`src/rtl/dac_frame_driver.sv`:
```
// dac_frame_driver: accepts channel samples on valid/ready and shifts 32-bit
// AD56x8-class command frames MSB-first with its own active-low frame strobe.
// Latency: accept at edge N -> syncDAC low with frame bit 31 at edge N+1,
// bit 0 at edge N+32, syncDAC high at edge N+33.
// Backpressure: sampleReady is high only in IDLE; one frame per 33+SYNC_GAP
// cycles.
// Optional feature macro DAC_LDAC_SYNC_EN: data frames write the input register
// only, and a one-cycle ldac low pulse follows any sample marked sampleLast.
// The internal-reference power-up frame goes out after every reset.

module dac_frame_driver #(
  parameter int DATA_WIDTH    = 12,
  parameter int NUM_CHANNELS  = 8,
  parameter int CH_WIDTH      = 3,
  parameter int POWERUP_DELAY = 4,
  parameter int SYNC_GAP      = 2
) (
  input  logic                  dacSerialClock,
  input  logic                  reset,
  input  logic [DATA_WIDTH-1:0] sampleData,
  input  logic [CH_WIDTH-1:0]   sampleChannel,
  input  logic                  sampleLast,
  input  logic                  sampleValid,
  output logic                  sampleReady,
  output logic                  chanError,
  output logic                  syncDAC,
  output logic                  dIn,
  output logic                  ldac
);

  // FSM encoding
  localparam logic [1:0] ST_PWR_WAIT = 2'd0;
  localparam logic [1:0] ST_IDLE     = 2'd1;
  localparam logic [1:0] ST_SHIFT    = 2'd2;
  localparam logic [1:0] ST_GAP      = 2'd3;

  localparam int FRAME_BITS = 32;

  // One counter serves both the power-up wait and the bit position in SHIFT,
  // so it must hold both 32 and POWERUP_DELAY-1.
  localparam int PD_BITS = $clog2(POWERUP_DELAY + 1);
  localparam int CW      = (PD_BITS > 6) ? PD_BITS : 6;
  localparam int GW      = $clog2(SYNC_GAP + 1);

  localparam logic [CW-1:0] CNT_PWR_LAST  = CW'(POWERUP_DELAY - 1);
  localparam logic [CW-1:0] CNT_FRAME_END = CW'(FRAME_BITS);
  localparam logic [GW-1:0] GAP_LAST      = GW'(SYNC_GAP - 1);
  // The frame-end edge already counts as the first high cycle of the gap.
  // With SYNC_GAP=1 that edge only lands in GAP when an ldac pulse is pending,
  // which then needs exactly one more cycle.
  localparam logic [GW-1:0] GAP_FRAME_START = (SYNC_GAP > 1) ? GW'(1) : '0;

  localparam logic [31:0] PWRUP_FRAME = 32'h0800_0001;

`ifdef DAC_LDAC_SYNC_EN
  localparam logic [3:0] DATA_CMD  = 4'b0000;
  localparam logic       LDAC_IDLE = 1'b1;
`else
  localparam logic [3:0] DATA_CMD  = 4'b0011;
  localparam logic       LDAC_IDLE = 1'b0;
`endif

  logic [1:0]    state_q, state_d;
  logic [CW-1:0] cnt_q, cnt_d;
  logic [GW-1:0] gap_q, gap_d;
  logic [31:0]   sr_q, sr_d;
  logic          ready_q, ready_d;
  logic          err_q, err_d;
  logic          sync_q, sync_d;
  logic          din_q, din_d;
  logic          ldac_q, ldac_d;
  logic          pend_q, pend_d;

  logic          last_in;
  logic          chan_ok;
  logic [3:0]    addr_field;
  logic [15:0]   data_field;
  logic [31:0]   data_frame;

`ifdef DAC_LDAC_SYNC_EN
  assign last_in = sampleLast;
`else
  // Without the ldac feature the group marker has no effect.
  logic unused_last;
  assign unused_last = sampleLast;
  assign last_in     = 1'b0;
`endif

  // Frame assembly from the live inputs; only used on the accept edge, so the
  // shift register holds its own copy for the rest of the frame.
  always_comb begin
    chan_ok    = (32'(sampleChannel) < 32'(NUM_CHANNELS));
    addr_field = {1'b0, 3'(sampleChannel)};
    data_field = 16'(sampleData) << (16 - DATA_WIDTH);
    data_frame = {4'b0000, DATA_CMD, addr_field, data_field, 4'b0000};
  end

  // Next-state and output computation for the frame sequencer.
  always_comb begin
    state_d = state_q;
    cnt_d   = cnt_q;
    gap_d   = gap_q;
    sr_d    = sr_q;
    ready_d = ready_q;
    err_d   = 1'b0;
    sync_d  = sync_q;
    din_d   = din_q;
    pend_d  = pend_q;
    ldac_d  = LDAC_IDLE;

    case (state_q)
      ST_PWR_WAIT: begin
        ready_d = 1'b0;
        sync_d  = 1'b1;
        din_d   = 1'b0;
        if (cnt_q == CNT_PWR_LAST) begin
          sr_d    = PWRUP_FRAME;
          cnt_d   = '0;
          state_d = ST_SHIFT;
        end else begin
          cnt_d = cnt_q + 1'b1;
        end
      end

      ST_IDLE: begin
        ready_d = 1'b1;
        if (sampleValid && ready_q) begin
          ready_d = 1'b0;
          pend_d  = last_in;
          if (chan_ok) begin
            sr_d    = data_frame;
            cnt_d   = '0;
            state_d = ST_SHIFT;
          end else begin
            // Rejected sample: report it and pace the next accept as a gap.
            err_d   = 1'b1;
            gap_d   = '0;
            state_d = ST_GAP;
          end
        end
      end

      ST_SHIFT: begin
        if (cnt_q == CNT_FRAME_END) begin
          sync_d = 1'b1;
          din_d  = 1'b0;
          if ((SYNC_GAP == 1) && !pend_q) begin
            ready_d = 1'b1;
            state_d = ST_IDLE;
          end else begin
            gap_d   = GAP_FRAME_START;
            state_d = ST_GAP;
          end
        end else begin
          sync_d = 1'b0;
          din_d  = sr_q[31];
          sr_d   = {sr_q[30:0], 1'b0};
          cnt_d  = cnt_q + 1'b1;
        end
      end

      ST_GAP: begin
        sync_d = 1'b1;
        din_d  = 1'b0;
        // A pending group end fires on the first GAP edge; the strobe is
        // already high again before the next frame can pull syncDAC low.
        if (pend_q) begin
          ldac_d = 1'b0;
          pend_d = 1'b0;
        end
        if (gap_q == GAP_LAST) begin
          ready_d = 1'b1;
          state_d = ST_IDLE;
        end else begin
          gap_d = gap_q + 1'b1;
        end
      end

      default: begin
        state_d = ST_PWR_WAIT;
        cnt_d   = '0;
      end
    endcase
  end

  // State and output registers with synchronous reset into the power-up wait.
  always_ff @(posedge dacSerialClock) begin
    if (reset) begin
      state_q <= ST_PWR_WAIT;
      cnt_q   <= '0;
      gap_q   <= '0;
      sr_q    <= '0;
      ready_q <= 1'b0;
      err_q   <= 1'b0;
      sync_q  <= 1'b1;
      din_q   <= 1'b0;
      ldac_q  <= LDAC_IDLE;
      pend_q  <= 1'b0;
    end else begin
      state_q <= state_d;
      cnt_q   <= cnt_d;
      gap_q   <= gap_d;
      sr_q    <= sr_d;
      ready_q <= ready_d;
      err_q   <= err_d;
      sync_q  <= sync_d;
      din_q   <= din_d;
      ldac_q  <= ldac_d;
      pend_q  <= pend_d;
    end
  end

  assign sampleReady = ready_q;
  assign chanError   = err_q;
  assign syncDAC     = sync_q;
  assign dIn         = din_q;
  assign ldac        = ldac_q;

endmodule

```
`config.mk`:
```
export PLATFORM = sky130hd
export DESIGN_NAME = dac_frame_driver
export DESIGN_NICKNAME = d
export VERILOG_FILES = /design/src/rtl/dac_frame_driver.sv
export SDC_FILE = /design/constraint.sdc
export NUM_CORES = 1
export LEC_CHECK = 0
export BUFFER_PORTS_ARGS = -buffer_cell sky130_fd_sc_hd__buf_4
export CAP_MARGIN = 20
export CORE_MARGIN = 5
export CORE_UTILIZATION = 45
export DETAILED_ROUTE_END_ITERATION = 6
export PLACE_DENSITY = 0.63
export SLEW_MARGIN = 20
export SYNTH_ARGS = -nofsm -noshare
export SYNTH_HDL_FRONTEND = slang
export SYNTH_SLANG_ARGS = --single-unit
```
`constraint.sdc`:
```
create_clock -name dacSerialClock -period 2.4 [get_ports dacSerialClock]
set_input_delay 0.48 -clock dacSerialClock [delete_from_list [all_inputs] [get_ports dacSerialClock]]
set_output_delay 0.48 -clock dacSerialClock [all_outputs]
set_load 0.02 [all_outputs]
```
=== Word-level counts from Yosys, hierarchy flattened ===
Index checks and enable logic that the tools add are counted.

* Add/sub/neg operators: 2
* Equality and inequality tests: 12
* Mux-type cells: 23
* Reduce and logical (&&, ||, !) cells: 12

{| class="wikitable"
|+ Operators by type and width
! kind !! number
|-
| two-way mux 32 bit || 3
|-
| one-hot mux 32 bit (3 select lines) || 1
|-
| two-way mux 6 bit || 3
|-
| one-hot mux 6 bit (3 select lines) || 1
|-
| two-way mux 2 bit || 6
|-
| != test 2 bit (second input constant) || 6
|-
| one-hot mux 2 bit (4 select lines) || 1
|-
| AND reduction 4 bit || 2
|-
| adder 6 x 1 -> 6 bit (second input constant) || 1
|-
| == test 6 x 2 -> 1 bit (second input constant) || 1
|-
| == test 6 bit (second input constant) || 1
|-
| AND reduction 3 bit || 2
|-
| nonzero test 3 bit || 2
|-
| == test 2 x 1 -> 1 bit (second input constant) || 2
|-
| == test 2 bit (second input constant) || 2
|-
| two-way mux 1 bit || 4
|-
| one-hot mux 1 bit (2 select lines) || 2
|-
| one-hot mux 2 bit (2 select lines) || 1
|-
| nonzero test 2 bit || 2
|-
| one-hot mux 1 bit (3 select lines) || 1
|-
| adder 2 x 1 -> 2 bit (second input constant) || 1
|-
| logical NOT 2 bit || 1
|-
| AND reduction 2 bit || 1
|-
| OR reduction 2 bit || 1
|-
| logical AND 1 bit || 1
|}

* Bits in registers: 45

=== Depth between registers and ports, before layout ===
Gate-level depths: netlist of the first run.

* Depth after elaboration: 3
* Mapped depth: 7

=== Least setup slack after synthesis of the first run ===
No wires, ideal clock.

* Path kind: register to register
* Start point: register state_q[0]
* End point: register sr_q[27]
* Setup time: 0.067 ns
* Arrival time: 1.843 ns
* Setup slack: 0.490 ns
* Stages on the path, launching flop included: 7
* Period minus slack after synthesis: 1.910 ns
* Cells stage by stage: dfxtp_1 > inv_1 > ha_1 > and3_1 > a211o_2 > or4_4 > o21ai_2

* Cells in the longest elaborated chain, start to end: 3
* Elaborated cells between the ends (all ways): 9
* Those cells by class: 5 x eq/ne; 1 x mux; 3 x reduce/logical

{| class="wikitable"
|+ RTL lines
! item !! line !! source
|-
| from (decl) || 63 || <nowiki>logic [1:0] state_q, state_d;</nowiki>
|-
| from (signal assigned) || 200 || <nowiki>state_q <= state_d;</nowiki>
|-
| == test 2 bit, or another cell as far along || 111 || <nowiki>case (state_q)</nowiki>
|-
| != test 2 bit (no source line) or nonzero test 3 bit (tied branches) || - ||
|-
| AND reduction 4 bit (no source line) || - ||
|-
| to (signal assigned) || 203 || <nowiki>sr_q <= sr_d;</nowiki>
|-
| to (decl) || 66 || <nowiki>logic [31:0] sr_q, sr_d;</nowiki>
|}

Parallel ways exist; a longest one is shown, timed or not.
A chain may end at the register's enable or synchronous reset.

=== Worst setup path after layout of the first run ===
* Start point: register state_q[1]
* End point: register sr_q[25]

The elaborated chain is that of the path after synthesis.

==> impl_summary.md, run 1 <==
Pwr
The worst supply voltage drop on vdd is 0.000498 V. Dividing total power by cell area gives a power density of 1340 nW/um^2. The leakage power total is around 0.86 nW. The overall power of the completed layout is 3.36 mW.

Route
The count of routing violations after the opening detailed-route iteration is ~100. In the detailed route, the total length drawn on met2 is 2170 um. The highest routing layer actually used is met4. For this block, wires on met1 add up to 2420 um. The ratio of routed vias to standard cells is 5.80. The total length of routed met3 wires is 211 um.

The routed length per placed instance is 14.8 um. The iteration count of the initial detailed-routing pass is 4. The post-detailed-route DRC marker count is 0.

The remaining number of nets flagged by the antenna check after routing is 0. The count of vias placed by the detailed router is about 1.9k. Wires add up to 4840 um.

Yosys
By area the synthesized netlist is led by sky130_fd_sc_hd__dfxtp_1 41%, sky130_fd_sc_hd__a21oi_1 7.5%, sky130_fd_sc_hd__a211oi_1 6.1%. The post-synthesis sequential area ratio is 40.8%. The number of enable flip-flop cells after synthesis is 0.

The share of synthesized area in the top cell type comes to 40.8%. After synthesis, the netlist uses 45 different library cells. Averaged over all synthesized cells, the footprint is 8.83 um^2.

The share of flip-flops with an asynchronous set or reset is 0%. Counting flops and latches in the post-synthesis netlist gives 45. The number of warnings printed during yosys synthesis is 0. The leading cell type by number of instances after synthesis is sky130_fd_sc_hd__dfxtp_1. The most common flop cell mapped by yosys is sky130_fd_sc_hd__dfxtp_1.

The commonest cells after synthesis are 45 x sky130_fd_sc_hd__dfxtp_1, 33 x sky130_fd_sc_hd__a21oi_1, 18 x sky130_fd_sc_hd__a211oi_1. The cell type with the highest aggregate area in the netlist is sky130_fd_sc_hd__dfxtp_1. Counting every instance in the synthesized netlist gives 250. Summing every instance area after synthesis gives 2210 um^2.

Clocking
The clock-pin transition on the worst setup and hold timing paths is 90 ps. The H-tree generated during clock tree synthesis spans 2 levels. The total CTS buffers is 5. The clock drives between 40 and 50 sinks. The number of cells upsized or downsized after cts is 0.

The later-pin clock latency in the skew report is 300 ps. The tree is rooted in a sky130_fd_sc_hd__clkbuf_8. The buffer depth of the longest clock path is 2. The post-CTS setup buffer count is 0. The clock tree from TritonCTS is yes. The quantity of hold-fixing buffers added after cts is 0.

Floorplan
The effective utilization at floorplan is 46.4%. The die outline height is around 80 um. The initialized floorplan defines 25 standard-cell rows.

The number of top-level pins is 24. Measured along the x axis, the die boundary spans 80.0 um. The die covers between 6000 and 7000 um^2. The core outline area is 4750 um^2.

Hold path
The start point of the worst min-delay path is sr_q[24]$_SDFFE_PP0P_. The cell count of the worst hold path is 2. The path class of the tightest hold or removal check is flop to flop. The endpoint of the worst hold path is sr_q[24]$_SDFFE_PP0P_.

Timing
The number of max-slew violations in the final report is 0. The worst clock skew is 9.57 ps. Hold is met by 462 ps. Adding up every negative setup slack in the final design gives 0 ps. Of the available clock period, the critical path in the final layout requires between 80% and 90%.

Setup repair after global routing left no endpoint under its margin. The final critical delay including setup and external delays is 2060 ps. At the pin with the least slew margin, the transition time is 638 ps. The setup-violating endpoint count in the final report is 0. The achievable clock frequency is approximately 490 MHz. The final worst-path setup slack is 339 ps. The number of hold violations in the final report is 0. The headroom to the max-slew limit is 57.2%.

Setup path
In this run the critical register-to-register path is captured at sr_q[25]$_SDFFE_PP0P_. The critical path goes through inv_1 -> ha_1 -> a21boi_2 -> a211o_2 -> nor2_4 -> mux2i_1. Among all stages on the critical path, the largest delay is contributed by sky130_fd_sc_hd__dfxtp_1. The first element of the critical path is state_q[1]$_SDFFE_PP0P_. Together, buffers and inverters on the worst path number 1. STA classifies the critical path startpoint as a flop. The arrival time reported for the critical path endpoint is 2300 ps. The internal reg-to-reg setup slack is 340 ps. STA puts the critical path data required time at between 2000 and 3000 ps. The longest individual stage delay on the worst path is 420 ps. The worst setup path is of the flop to flop kind. In this run the worst path has a maximum fanout of 19. The cell family contributing the most delay on the critical path is compound AO/OA/AOI/OAI gates. The kind of capture point of the worst setup path is a flop.

The critical register-to-register path startpoint is state_q[1]$_SDFFE_PP0P_. The number of cells on the worst reg-to-reg path is 6.

Global routing
Entering global routing, the biggest net connects 44 pins. The total overflow left after global routing is 0. Global routing used about 17% of the available tracks across all layers.

The via count of the first global-routing pass was 1,776. The first global-routing pass estimated 8470 um of wire. The initial antenna violation count is 0.

Place
In this run the cell area measured after placement is roughly 2400 um^2. The placed wire-length estimate is 3010 um. The number of cells after detailed placement is 320. The congestion estimate from routability-driven global placement came to 0.800. The worst slack at placement is roughly 350 ps. During placement, the flow inserted port buffers numbering 20.

Cells and area
The number of standard cells in the final layout excluding fillers is 328. The share of layout cells above drive strength 1 is 17.2%. The number of filler cells placed in the layout is 461. The relative area change from synthesis to final layout is 13.6%. Summing all multi-input logic gate instances after layout gives 1180 um^2. For this run, the post-layout net count is about 290. Once layout is done, the placed cells without fillers occupy 2510 um^2. 0 antenna diodes ended up in the layout. Registers take 901 um^2. The final design utilization is 52.7%.

Job
The count of max-cap constraint violations is 0.

Status
The run finished with clean final reports.
[sequential cells by signal, indices dropped and copies added (netlist names)]
| signal | cells |
|---|---|
| sr_q | 32 |
| dIn | 1 |
| syncDAC | 1 |
| gap_q | 2 |
| cnt_q | 6 |
| sampleReady | 1 |
| state_q | 2 |
[cell families after synthesis]
kind of cell    after synthesis  synth area share, %
flops                        45                 40.8
compound gates               99                 30.1
fa+ha+maj                     8                 4.54
xor+xnor                      4                 1.59
mux                           4                 1.81
buf+inv                      32                 6.18
simple gates                 57                 14.8
other cells                   1                0.170
[area by class of cell]
cell class | instances | area share, %
flip-flops and latches | 45 | 35.9
well taps | 67 | 3.34
multi-input cells | 174 | 47.1
inverters | 8 | 1.20
clock inverters | 1 | 1.20
clock buffers | 7 | 3.44
repair buffers | 26 | 7.78
[layout by cell type (no fill, tap or decap), types with 4 or more instances in the layout]
master	instances
sky130_fd_sc_hd__nor3_1	11
sky130_fd_sc_hd__mux2i_1	4
sky130_fd_sc_hd__o21ai_0	17
sky130_fd_sc_hd__dfxtp_1	45
sky130_fd_sc_hd__inv_1	8
sky130_fd_sc_hd__ha_1	8
sky130_fd_sc_hd__nand2_1	9
sky130_fd_sc_hd__clkbuf_8	6
sky130_fd_sc_hd__nand4_1	13
sky130_fd_sc_hd__a22oi_1	15
sky130_fd_sc_hd__xnor2_1	4
sky130_fd_sc_hd__a21oi_1	33
sky130_fd_sc_hd__a211oi_1	18
sky130_fd_sc_hd__buf_4	26
sky130_fd_sc_hd__nor2_1	5
[worst register-to-register path, stage by stage (launching register included)]
cell and delay [ps]:
sky130_fd_sc_hd__dfxtp_1 420, sky130_fd_sc_hd__inv_1 80, sky130_fd_sc_hd__ha_1 200, sky130_fd_sc_hd__a21boi_2 250, sky130_fd_sc_hd__a211o_2 410, sky130_fd_sc_hd__nor2_4 410, sky130_fd_sc_hd__mux2i_1 230
[report_power, final]
group          internal [mW]  switching [mW]  total, mW
sequential             0.954           0.134       1.09
clock                  0.340           0.257      0.596
combinational          0.633            1.04       1.68
[layer usage]
layer | vias to the layer above | global-route usage [%]
li1 | 950 | -
met1 | 915 | 22.2
met2 | 34 | 25.6
met3 | 2 | 4.51
met4 | 0 | 6.08
met5 | - | 0
[how the worst max path moves through the flow]
stage,endpoint,cells past startpoint
after floorplan,sr_q[27]$_SDFFE_PP0P_,6
after global placement,sr_q[25]$_SDFFE_PP0P_,6
after detailed placement,sr_q[25]$_SDFFE_PP0P_,6
after CTS,sr_q[15]$_SDFFE_PP0P_,6
after global routing,sr_q[25]$_SDFFE_PP0P_,6
final,sr_q[25]$_SDFFE_PP0P_,6
Power figures use the tool's default switching activity.
==> run 2: changes to the inputs <==
Settings changed: CELL_PAD_IN_SITES_DETAIL_PLACEMENT from default to 0, CELL_PAD_IN_SITES_GLOBAL_PLACEMENT from default to 1, CORE_ASPECT_RATIO from default to 0.5, CORE_UTILIZATION 45 to 44, PLACE_DENSITY 0.63 to 0.78.
==> run 2 against run 1 <==
  * Maximum frequency shrank 6.6%
  * Critical path depth is the same
  * Sequential cell count is the same
  * Cell count grew 0.91%
  * Largest power group unchanged
  * Die area grew 3.3%
  * Clock power shrank 2%
  * Via count shrank 0.21%
  * Hold slack gained 4.3 ps
  * Final area grew 1.1%
  * Global-route usage is essentially flat
==> impl_summary.md, run 2 (synthesis results as in run 1) <==
Status
The run finished with clean final reports.

Setup path
The worst path required time is around 2600 ps. In this run the critical register-to-register path is launched from state_q[1]$_SDFFE_PP0P_. In this design, the stage delay of the slowest critical-path cell is 430 ps.

The critical path buffer and inverter count is 1. The cell family contributing the most delay on the critical path is compound AO/OA/AOI/OAI gates. The critical path launch point type is a flop. The kind of capture point of the worst setup path is a flop.

The arrival time reported for the critical path endpoint is 2430 ps. The first element of the critical path is state_q[1]$_SDFFE_PP0P_. The critical path is of the flop to flop type. Among all stages on the critical path, the largest delay is contributed by sky130_fd_sc_hd__dfxtp_1. The biggest fanout along the worst timing path is 19. Walking the worst path, the cells encountered are inv_1 -> ha_1 -> a21boi_2 -> a211o_2 -> nor2_4 -> mux2i_1. The setup check on the worst reg-to-reg path leaves a slack of 190 ps.

Clocking
The clock-pin transition on the worst setup and hold timing paths is roughly 90 ps. TritonCTS created 5 clock buffers. The H-tree was split into 2 levels. The quantity of hold-fixing buffers added after cts is 0. The clock net sink count is 45. The clock tree root driver cell is sky130_fd_sc_hd__clkbuf_8.

The clock tree from TritonCTS is yes. After clock tree synthesis, the repair step resized 0 gates. In this run the deepest clock path goes through 2 buffers. Once the clock tree was built, the setup fixing pass inserted 0 buffers.

Clock latency on the worst-skew pair, taken at its later pin, is 300 ps.

Timing
Setup repair after global routing left no endpoint under its margin. For the pin with the worst max-slew slack, the measured transition is 596 ps. The number of max-slew violations in the final report was 0. Setup violations remaining at the end of the flow were counted as 0.

The number of hold violations in the final report is 0. On the final layout, the worst clock skew is between 10 and 15 ps. The headroom to the max-slew limit is 60.2%.

Timing would allow up to 453 MHz. The final hold slack is 466 ps. Counting I/O delays and the setup requirement, the final critical path takes 2210 ps. The setup TNS is 0 ps. The ratio of final minimum period to clock period is 91.9%.

Cells and area
From synthesis to final layout, the design area changed by 14.9%. The most common cell after layout, fill and taps aside is sky130_fd_sc_hd__dfxtp_1. In the layout the commonest cells are 45 x sky130_fd_sc_hd__dfxtp_1, 33 x sky130_fd_sc_hd__a21oi_1, 24 x sky130_fd_sc_hd__buf_4, 18 x sky130_fd_sc_hd__a211oi_1, 17 x sky130_fd_sc_hd__o21ai_0. The filler cells instantiated in the layout total 454. The largest registers in the layout are sr_q x32, cnt_q x6. sr_q holds more flip-flops than any other register. The share of layout cells above drive strength 1 is 17.6%. 0 antenna diodes ended up in the layout.

The register with the most flip-flops in the layout has 32 of them. In the final layout, the multi-input gates occupy 1180 um^2. The layout net count is approximately 290. The sequential standard cell area is ~900 um^2.

Global routing
The via count of the first global-routing pass was 1,866. The first global-routing pass estimated 8690 um of wire. Global routing used 16.7% of the available tracks across all layers.

Entering global routing, the biggest net connects 44 pins. The initial antenna violation count is 0. The remaining global-route overflow is 0.

Pwr
The total internal power is approximately 2.0 mW. Net switching is about 43% of the power. The share of total power dissipated in combinational logic is 51.5%. The share of total power in the clock network is 16.9%. Summed over all cells, the static leakage comes to 0.868 nW.

VDD sags by at most just under 0.0006 V. The switching power is 1.48 mW. The share of total power in sequential cells is a little under a third.

The completed layout was analyzed and its total power is 3.44 mW. In this run the power density over the cells is 1360 nW/um^2.

Floorplan
The die is 60.1 um tall. From left edge to right edge, the die measures 110 um. The number of top-level pins is 24. The floorplan has 18 rows. The initial utilization of the core area, before any placement, comes to between 40% and 50%.

The core region is 4890 um^2. The die outline area is 6620 um^2.

Route
Across all layers, the routed design uses 1,897 vias. The total detailed-routing wirelength is about 4900 um. The remaining number of nets flagged by the antenna check after routing is 0. For this run, design rule violations remaining after detail routing come to 0.

The count of routing violations after the opening detailed-route iteration is 59. After detailed routing, the average wire length per cell comes to 14.9 um. The iteration count of the initial detailed-routing pass is 4. Dividing the detail-routed via count by the number of cells gives around 5.7.

Place
Routability-driven placement finished with a final weighted congestion of 0.785. The count of port buffers added during placement is 20. The placed wire-length estimate is 3080 um.

Hold path
In this run the most critical hold path is launched from sr_q[24]$_SDFFE_PP0P_. The type of the most critical hold path is flop to flop.

Job
The count of max-cap constraint violations is 0.
[run 2: power by group through the flow]
stage               clock network, mW  logic, mW  registers, mW
floorplan                           0       1.32           1.08
global placement                    0       1.73           1.10
detailed placement                  0       1.77           1.10
CTS                             0.601       1.78           1.09
global route                    0.638       1.96           1.12
finish                          0.582       1.77           1.09
[run 2: stage by stage]
| stage | utilization [%] | std cells | instance area, um^2 | setup WS (ps) |
|---|---|---|---|---|
| after global routing | 51.9 | 331 | 2530 | 57.2 |
| final | 51.9 | 331 | 2530 | 194 |
| after global placement | 49.5 | 323 | 2420 | 266 |
| after CTS | 51.9 | 331 | 2530 | 191 |
| after detailed placement | 49.5 | 323 | 2420 | 255 |
| after floorplan | - | 251 | 2210 | 490 |
[run 2: worst paths after layout]
check	endpoint	cells after the start
worst min register to register	sr_q[24]$_SDFFE_PP0P_	2
worst max register to register	sr_q[25]$_SDFFE_PP0P_	6
worst min-delay path	sr_q[24]$_SDFFE_PP0P_	2
worst max-delay path	sr_q[25]$_SDFFE_PP0P_	6
[run 2: worst register-to-register path, cell delays in order, from the launching register on]
cell	delay (ps)
sky130_fd_sc_hd__dfxtp_1	430
sky130_fd_sc_hd__inv_1	100
sky130_fd_sc_hd__ha_1	290
sky130_fd_sc_hd__a21boi_2	240
sky130_fd_sc_hd__a211o_2	410
sky130_fd_sc_hd__nor2_4	420
sky130_fd_sc_hd__mux2i_1	240
[run 2: final cells by class]
cell class,count,share of cell area [%]
clock buffer,5,2.71
clock inverter,3,1.83
inverter,8,1.18
multi-input combinational,174,46.6
sequential,45,35.5
tap,70,3.46
timing repair buffer,26,8.69
[run 2: per-layer routing]
metal | vias to the layer above | GRT usage [%] | share of wire (%)
met5 | - | 0 | 0
li1 | 950 | - | -
met3 | 2 | 4.64 | 3.7
met2 | 36 | 26.1 | 43
met1 | 909 | 22.1 | 53
met4 | 0 | 6.14 | 0.63
==> run 3: changes to the inputs <==
Settings changed: CORE_ASPECT_RATIO 0.5 to 0.6, SETUP_SLACK_MARGIN from default to 0.05.
==> run 3 against run 2 <==
  * Routed wire length is 2.4% higher
  * Register-to-register slack improved by 120 ps
  * Hold slack is essentially flat
  * Clock skew is 8.5 ps lower
  * Critical endpoint unchanged
  * Largest power group unchanged
  * Highest routed layer unchanged
==> impl_summary.md, run 3 (synthesis results as in run 1) <==
Status
The run finished with clean final reports.

Floorplan
24 I/O pins were placed. The die outline area is around 6600 um^2. The count of standard-cell rows is 20.

The total area inside the core boundary comes to 4950 um^2. From bottom edge to top edge, the die measures 64.9 um. The effective utilization at floorplan is 44.5%.

In this run the horizontal extent of the chip is 101 um.

Setup path
The worst register-to-register path has a depth of 6. The worst path required time is 2620 ps. The critical register-to-register path startpoint is state_q[0]$_SDFFE_PP0P_. At the worst endpoint, the arrival time is 2300 ps.

STA classifies the critical path endpoint as a flop. In this run the register-to-register setup slack is 310 ps. The category of the most critical setup path is flop to flop.

The critical path launch point type is a flop. The reg-to-reg critical path endpoint is sr_q[25]$_SDFFE_PP0P_. Along the worst path, the maximum fanout reaches 19.

Route
Summed over all layers, the routed wires come to between 5000 and 6000 um. The routed length per placed instance is 15.3 um. In the routed layout, each cell is associated on average with a via count of approximately 5.7. Once detail routing completed, the nets flagged for antenna violations numbered 0. The pre-antenna-repair detailed-routing pass consisted of 4 iterations.

The post-detailed-route DRC marker count is 0. The count of vias placed by the detailed router is 1,871. The count of routing violations after the opening detailed-route iteration is 149.

Timing
After routing, the total negative slack on setup checks comes to 0 ps. The headroom to the max-slew limit is 57.5%. Setup repair after global routing left no endpoint under its margin. The number of hold violations in the final report is 0. The worst clock skew is 4.07 ps. The final hold slack is 466 ps. The final critical delay including setup and external delays is 2090 ps.

The achievable clock frequency is between 400 and 500 MHz. The ratio of final minimum period to clock period is 86.9%. The slew at the pin closest to its max-slew limit is 638 ps.

The number of max-slew violations in the final report is 0. The setup-violating endpoint count in the final report is 0.

Place
Detailed placement ended at an HPWL of 3220 um. Input and output buffers added on the ports amount to 20. The number of cells after detailed placement is roughly 320. The post-placement cell area is 2420 um^2. At the end of routability-driven placement, the weighted congestion stood at 0.724.

Clocking
The H-tree was split into 2 levels. TritonCTS created 5 clock buffers. The clock tree root driver cell is sky130_fd_sc_hd__clkbuf_8. After clock tree synthesis, the clock-pin slew on the worst setup and hold paths is 80 ps. The post-CTS setup buffer count is 0. The number of hold buffers added after CTS was 0. For the worst-skew pair, the clock arrives at the later sink with an insertion delay of approximately 290 ps. The clock net in this run drives a total of 45 sinks. The number of cells upsized or downsized after cts is 0. The clock tree from TritonCTS is yes. Counting along the longest clock path gives a buffer depth of 2.

Global routing
The maximum number of pins on one net before global-route repair is 44. The remaining global-route overflow is 0. The initial antenna violation count is 0.

The via count of the first global-routing pass came to ~1.7k. The global-route wire length before repair is between 8000 and 9000 um. The global-route usage over all layers is 16.3%.

Pwr
The net switching share of the total power is 42.6%. The share of total power in sequential cells is 32.0%. The switching power is 1.45 mW. The worst-case IR drop observed on VDD is 0.000458 V.

The analysis attributes to cell leakage a power of 0.877 nW. The share of total power in the clock network is 16.1%. The internal portion of the total power is 1.96 mW.

Of the total power, combinational logic draws between 50 and 60%. For this design the ratio of total power to cell area is roughly 1300 nW/um^2.

Cells and area
0 antenna diodes ended up in the layout. The relative area change from synthesis to final layout is 14.6%. Counting flops per register, the top entry is sr_q. The register with the most flip-flops in the layout has 32 of them. The final design utilization is 51.0%.

Cells with a size suffix above 1 make up 18.3% of the layout. Leaving out fill and tap cells, the most frequent cells in the layout are 45 x sky130_fd_sc_hd__dfxtp_1, 33 x sky130_fd_sc_hd__a21oi_1, 28 x sky130_fd_sc_hd__buf_4, 18 x sky130_fd_sc_hd__a211oi_1, 17 x sky130_fd_sc_hd__o21ai_0. Once layout is done, the placed cells without fillers occupy roughly 2500 um^2. The layout net count is 290. The largest registers in the layout are sr_q x32, cnt_q x6. The count of cells in the finished layout, fillers not included, comes to 329. Leaving out fill and tap cells, the most frequent cell in the layout is sky130_fd_sc_hd__dfxtp_1.

Hold path
The type of the most critical hold path is flop to flop. The start point of the worst min-delay path is sr_q[24]$_SDFFE_PP0P_. For hold timing, the worst endpoint is sr_q[24]$_SDFFE_PP0P_. Along the worst hold path, the cell count comes to 2.

Job
The count of max-cap constraint violations is 0.
## run 3: changes by cell type in the layout (fill, tap and decap cells not counted), sizes merged
cell	previous run	this run
clkinvlp	1	0
buf	26	29
## run 3: per-stage QoR
step | total power [mW] | worst slack [ps]
after global placement | 2.85 | 359
final | 3.41 | 314
after detailed placement | 2.87 | 364
after global routing | 3.68 | 182
after floorplan | 2.40 | 490
after CTS | 3.43 | 299
## run 3: worst max-delay path by stage
stage	end	slack, ps	startpoint	depth (start not counted)
finish	sr_q[25]$_SDFFE_PP0P_	310	state_q[0]$_SDFFE_PP0P_	6
global route	sr_q[24]$_SDFFE_PP0P_	180	state_q[0]$_SDFFE_PP0P_	6
CTS	sr_q[25]$_SDFFE_PP0P_	300	state_q[0]$_SDFFE_PP0P_	6
detailed placement	sr_q[13]$_SDFFE_PP0P_	360	state_q[0]$_SDFFE_PP0P_	6
global placement	sr_q[24]$_SDFFE_PP0P_	360	state_q[0]$_SDFFE_PP0P_	6
floorplan	sr_q[27]$_SDFFE_PP0P_	490	state_q[0]$_SDFFE_PP0P_	6
## run 3: per-layer routing
layer  wire length (um)  vias up  track usage [%]
met1               2760      888             25.6
met3                237        2             4.19
met2               2030       32             21.8
met4                 21        0             2.99
met5                  0        -                0
li1                   -      949                -
## run 3: area by class of cell
cell class | count | area [um^2]
inverter | 8 | 30.0
sequential | 45 | 901
timing repair buffer | 29 | 230
clock inverter | 2 | 35.0
fill | 485 | 2430
clock buffer | 5 | 68.8
multi-input combinational | 174 | 1180
tap | 66 | 82.6
## run 3: power groups by stage
| stage | Clock, mW | Sequential, mW | Combinational (mW) |
|---|---|---|---|
| 3_3_place_gp | 0 | 1.10 | 1.76 |
| 5_1_grt | 0.602 | 1.12 | 1.96 |
| 4_1_cts | 0.567 | 1.09 | 1.77 |
| 2_1_floorplan | 0 | 1.08 | 1.32 |
| 6_report | 0.548 | 1.09 | 1.77 |
| 3_5_place_dp | 0 | 1.10 | 1.77 |
## run 3: worst max-delay path, cell delays in order, from the launching register on
cell and delay, ps:
sky130_fd_sc_hd__dfxtp_1 420, sky130_fd_sc_hd__inv_1 100, sky130_fd_sc_hd__ha_1 230, sky130_fd_sc_hd__and3_1 230, sky130_fd_sc_hd__a211o_2 390, sky130_fd_sc_hd__nor2_4 410, sky130_fd_sc_hd__mux2i_1 240
